File: src/rtl/dropout_mask_gen.sv
// Per-neuron dropout keep/drop mask generator: 16-bit Galois LFSR nibbles vs. rate, valid/ready output.
// Optional DROPOUT_MASK_STATS_EN adds drop_count, a saturating tally of dropped neurons over accepted masks.
module dropout_mask_gen #(
   parameter int                N_NEURONS  = 8,
   parameter int                LFSR_W     = 16,
   parameter logic [LFSR_W-1:0] RESET_SEED = 16'hACE1
) (
   input  logic                 clk,
   input  logic                 rst_n,
   input  logic                 ena,
   input  logic                 seed_load,
   input  logic [LFSR_W-1:0]    seed_data,
   input  logic [3:0]           rate,
   output logic                 mask_valid,
   input  logic                 mask_ready,
   output logic [N_NEURONS-1:0] mask,
   output logic                 busy
`ifdef DROPOUT_MASK_STATS_EN
   ,
   output logic [15:0]          drop_count
`endif
);

   localparam int                CNT_W = $clog2(N_NEURONS);
   localparam logic [LFSR_W-1:0] POLY  = LFSR_W'(16'hB400);

   typedef enum logic [1:0] {IDLE, GEN, HOLD} state_t;

   state_t                 state_q;
   logic [LFSR_W-1:0]      lfsr_q, lfsr_d;
   logic [CNT_W-1:0]       cnt_q;
   logic [N_NEURONS-1:0]   mask_q;
   logic [3:0]             rate_q;
   logic                   valid_q, busy_q;
   logic                   keep_d;

   always_comb begin
      lfsr_d = {1'b0, lfsr_q[LFSR_W-1:1]} ^ (lfsr_q[0] ? POLY : '0);
      keep_d = (lfsr_d[3:0] >= rate_q);
   end

   always_ff @(posedge clk or negedge rst_n) begin
      if (!rst_n) begin
         state_q <= IDLE;
         lfsr_q  <= RESET_SEED;
         cnt_q   <= '0;
         mask_q  <= '0;
         rate_q  <= '0;
         valid_q <= 1'b0;
         busy_q  <= 1'b0;
      end else if (seed_load) begin
         // All-zero seed would lock the LFSR, so it falls back to RESET_SEED.
         lfsr_q  <= (seed_data == '0) ? RESET_SEED : seed_data;
         state_q <= IDLE;
         cnt_q   <= '0;
         mask_q  <= '0;
         valid_q <= 1'b0;
         busy_q  <= 1'b0;
      end else begin
         case (state_q)
            IDLE: begin
               if (ena) begin
                  rate_q  <= rate;
                  cnt_q   <= '0;
                  state_q <= GEN;
                  busy_q  <= 1'b1;
               end
            end
            GEN: begin
               if (ena) begin
                  lfsr_q        <= lfsr_d;
                  mask_q[cnt_q] <= keep_d;
                  if (cnt_q == CNT_W'(N_NEURONS - 1)) begin
                     state_q <= HOLD;
                     valid_q <= 1'b1;
                     busy_q  <= 1'b0;
                  end else begin
                     cnt_q <= cnt_q + 1'b1;
                  end
               end
            end
            HOLD: begin
               if (mask_ready) begin
                  valid_q <= 1'b0;
                  if (ena) begin
                     rate_q  <= rate;
                     cnt_q   <= '0;
                     state_q <= GEN;
                     busy_q  <= 1'b1;
                  end else begin
                     state_q <= IDLE;
                  end
               end
            end
            default: state_q <= IDLE;
         endcase
      end
   end

   assign mask_valid = valid_q;
   assign mask       = mask_q;
   assign busy       = busy_q;

`ifdef DROPOUT_MASK_STATS_EN
   localparam int ZW = $clog2(N_NEURONS + 1);

   logic [15:0] drop_count_q;
   logic [ZW-1:0] zeros_d;
   logic [16:0] sum_d;

   always_comb begin
      zeros_d = ZW'(N_NEURONS - $countones(mask_q));
      sum_d   = {1'b0, drop_count_q} + 17'(zeros_d);
   end

   always_ff @(posedge clk or negedge rst_n) begin
      if (!rst_n) begin
         drop_count_q <= '0;
      end else if (seed_load) begin
         drop_count_q <= '0;
      end else if (state_q == HOLD && valid_q && mask_ready) begin
         drop_count_q <= sum_d[16] ? '1 : sum_d[15:0];
      end
   end

   assign drop_count = drop_count_q;
`endif

endmodule

File: config.mk
export PLATFORM = sky130hd
export DESIGN_NAME = dropout_mask_gen
export DESIGN_NICKNAME = d
export VERILOG_FILES = /design/src/rtl/dropout_mask_gen.sv
export SDC_FILE = /design/constraint.sdc
export NUM_CORES = 1
export LEC_CHECK = 0
export CAP_MARGIN = 20
export CORE_ASPECT_RATIO = 0.6
export CORE_UTILIZATION = 25
export CTS_BUF_LIST = sky130_fd_sc_hd__clkbuf_8 sky130_fd_sc_hd__clkbuf_16
export DETAILED_ROUTE_END_ITERATION = 10
export GPL_ROUTABILITY_DRIVEN = 0
export GPL_TIMING_DRIVEN = 0
export PLACE_DENSITY = 0.55
export SLEW_MARGIN = 20
export SYNTH_ARGS = -nofsm -noshare
export SYNTH_HDL_FRONTEND = slang
export SYNTH_SLANG_ARGS = --single-unit
File: constraint.sdc
create_clock -name clk -period 3.4 [get_ports clk]
set_clock_uncertainty 0.1 [all_clocks]
set_input_delay 0.68 -clock clk [delete_from_list [all_inputs] [get_ports clk]]
set_output_delay 0.68 -clock clk [all_outputs]
set_load 0.01 [all_outputs]
==> impl_metrics.ini <==
[die]
core_sq_um = 7447
ios = 35
die-height_microns = 70.84
rows = 24
initial_utilization_pct = 26.51
design.die.area_sq_um = 8269
die_w_microns = 116.7

[routing]
totalWireLength_microns = 5363
routedWlPerCell_microns = 15.19
drt_first_iter_violations = 103
drt_pass1_iterations = 4
drc = 0
viasPerCell = 4.793
vias = 1692
drtAntennaViolNets = 0

[run_status]
status = completed

[synth]
synth_seq_cells = 35
syn-num-nets = 241
synth_compound_area_share_pct = 21.74
yosys.area_share.adder_pct = 6.337
synth_xor_area_share_pct = 1.331
synth-simple-area-share_pct = 13.43
synth_edf_count = 0
synth_cells = 206
synth_top_family_by_area = compound AO/OA/AOI/OAI gates
ys_types = 40
synthMuxAreaShare_pct = 6.907
avgSynthCellArea_sq_um = 9.584
yosys_warnings = 0
synthFlopType = dfrtp_1
ys_async_sr_fraction_pct = 100.0
syn_area_sq_um = 1974
seq_area_frac_synth_pct = 44.87

[layout]
final_cell_mix = 33 x clkdlybuf4s50_1, 28 x o21ai_0, 27 x dfrtp_1
drive_gt1_share_pct = 13.65
area_growth_syn_to_layout_pct = 32.83
final_common_cell = clkdlybuf4s50_1
fin_nets = 283
design_area_sq_um = 2623
stdcell_count = 353
fin_util_pct = 35.22
fillCellCount = 804
n_antenna_cell = 0

[sta]
hold_slack_ns = 0.1371
rsz0062_at_grt = false
tightest_slew_ns = 0.5389
fin_crit_sh_pct = 68.23
relSlewSlack_pct = 63.74
final.setup.tns_ns = 0
slew_viol_final = 0
hold_violations = 0
setup_viol = 0
worst_slack_ns = 1.080
fin_crit_ns = 2.320
timing.fmax_ghz = 0.4311

[global_routing]
grt_max_degree = 29
track_usage_pct = 14.28
grt-ovfl-total = 0
antenna_found_initial = 0
grt_pass1_wl_microns = 8721
grt_pass1_vias = 1648

[clock_network]
ctsHtreeMaxLevel = 2
cts_tree = done
post_cts_resized = 0
clockBufferDepth = 2
numCtsBuffers = 5
cts-hold-fix-buffers = 0
post-cts-setup-buffer-count = 0
cts_sinks = 35
clkLatencyLatePin_ns = 0.29
clockRootBuffer = clkbuf_16
clk_pin_slew_worst_paths_ns = 0.06

[critical_path]
crit_family = buffers and inverters
crit_type = in -> reg
startpoint = seed_data[11]
path_depth = 5
r2r_end = busy
cp_cell_sequence = clkdlybuf4s50_1, nor4_1, a41o_1, clkbuf_1, a2bb2oi_1
start_kind = input pin
slowest_stage = nor4_1
reg2reg_from = state_q[0]
crit_path_end_kind = register
max_stage_delay_ns = 0.53
path_buf_inv = 2
ff2ff_path_depth = 6
regToRegSetupSlack_ns = 1.31
critPathCapture = lfsr_q[15]
worst_ep_required_time_ns = 3.51
crit_arrival_ns = 2.43
path_max_fanout = 8

[pwr]
power_frac_seq_pct = 39.5
power_density_nw_per_um2 = 487.7
p_leak_nw = 1.111
p_total_mw = 1.279
p_int_mw = 0.9281
irDropWorstVdd_uv = 195.5
p_switching_mw = 0.3510
combPwrFrac_pct = 19.6
p_sw_share_pct = 27.44
clkPwrFrac_pct = 40.9

[place]
hpwl_microns = 3945
dp.cells = 345
pre_cts_ws_ns = 0.8297
io_buffers = 34
place_area_sq_um = 2460

[worst_hold_path]
hp-class = in -> async

[run]
max_cap_violations = 0
==> cells in the mapped netlist, drive strengths merged (2+ instances only) <==
cell type / n / area [sq um]
nor4: 4 / 25.02
ha: 10 / 125.1
clkbuf: 5 / 18.77
xor2: 2 / 17.52
a21o: 2 / 15.01
nand3: 3 / 15.01
o31ai: 2 / 15.01
mux2i: 8 / 80.08
nor3: 3 / 15.01
dfrtp: 27 / 675.7
buf: 8 / 46.29
mux2: 5 / 56.30
nand2b: 4 / 32.53
a2bb2oi: 8 / 70.07
a21oi: 6 / 41.29
a22o: 2 / 17.52
inv: 11 / 41.29
o21ai: 29 / 145.1
nor2: 11 / 41.29
nand2: 26 / 97.59
a31oi: 5 / 31.28
o41ai: 4 / 35.03
dfstp: 8 / 210.2
==> sequential cells by signal, indices dropped and copies added, names as in the netlist <==
| name | count |
|---|---|
| mask_valid | 1 |
| busy | 1 |
| state_q | 2 |
| mask | 8 |
| rate_q | 4 |
| cnt_q | 3 |
| lfsr_q | 16 |
==> worst min path at each step <==
stage,to,from,slack [ns],depth (start not counted)
floorplan,busy,rst_n,0.28,0
global placement,lfsr_q[6],lfsr_q[6],0.36,2
detailed placement,lfsr_q[6],lfsr_q[6],0.36,2
CTS,mask[5],rst_n,0.14,1
global route,mask[5],rst_n,0.15,1
finish,mask[5],rst_n,0.14,1
==> metal layers <==
layer | global-route usage (%) | up-vias | share of wire, %
met5 | 0 | - | 0
met1 | 21.45 | 813 | 54
li1 | - | 822 | -
met3 | 5.227 | 8 | 6.8
met2 | 18.08 | 49 | 37
met4 | 5.345 | 0 | 1.4
==> area by class of cell <==
type	instances	area, sq um	share of cell area (%)
buffer	13	65.06	2.481
clock buffer	5	125.1	4.771
clock inverter	3	37.54	1.431
inverter	11	41.29	1.574
multi-input combinational	147	982.2	37.45
sequential	35	885.9	33.78
tap	104	130.1	4.962
timing repair buffer	35	355.3	13.55
==> cell families (layout without fill, tap and decap cells) <==
group | count (synthesis) | count (layout)
buffers and inverters | 24 | 67
AOI/OAI and AO/OA | 65 | 65
muxes | 13 | 13
adders and majority gates | 10 | 10
and+or+nand+nor | 56 | 56
xor gates and xnor gates | 3 | 3
DFF | 35 | 35
==> power groups by stage <==
stage                     Sequential, mW  Combinational, mW  Clock (mW)
after floorplan                    0.503              0.155           0
after global placement             0.511              0.245           0
after detailed placement           0.512              0.250           0
after CTS                          0.505              0.252       0.536
after global routing               0.510              0.284       0.550
final                              0.505              0.251       0.523
==> worst register-to-register path, cell delays in order, from the launching register on <==
cell,delay [ns]
dfrtp_1,0.40
inv_1,0.10
ha_1,0.29
or2_2,0.29
a21oi_1,0.23
mux2_2,0.36
a31o_2,0.21
(Power assumes the default switching activity.)
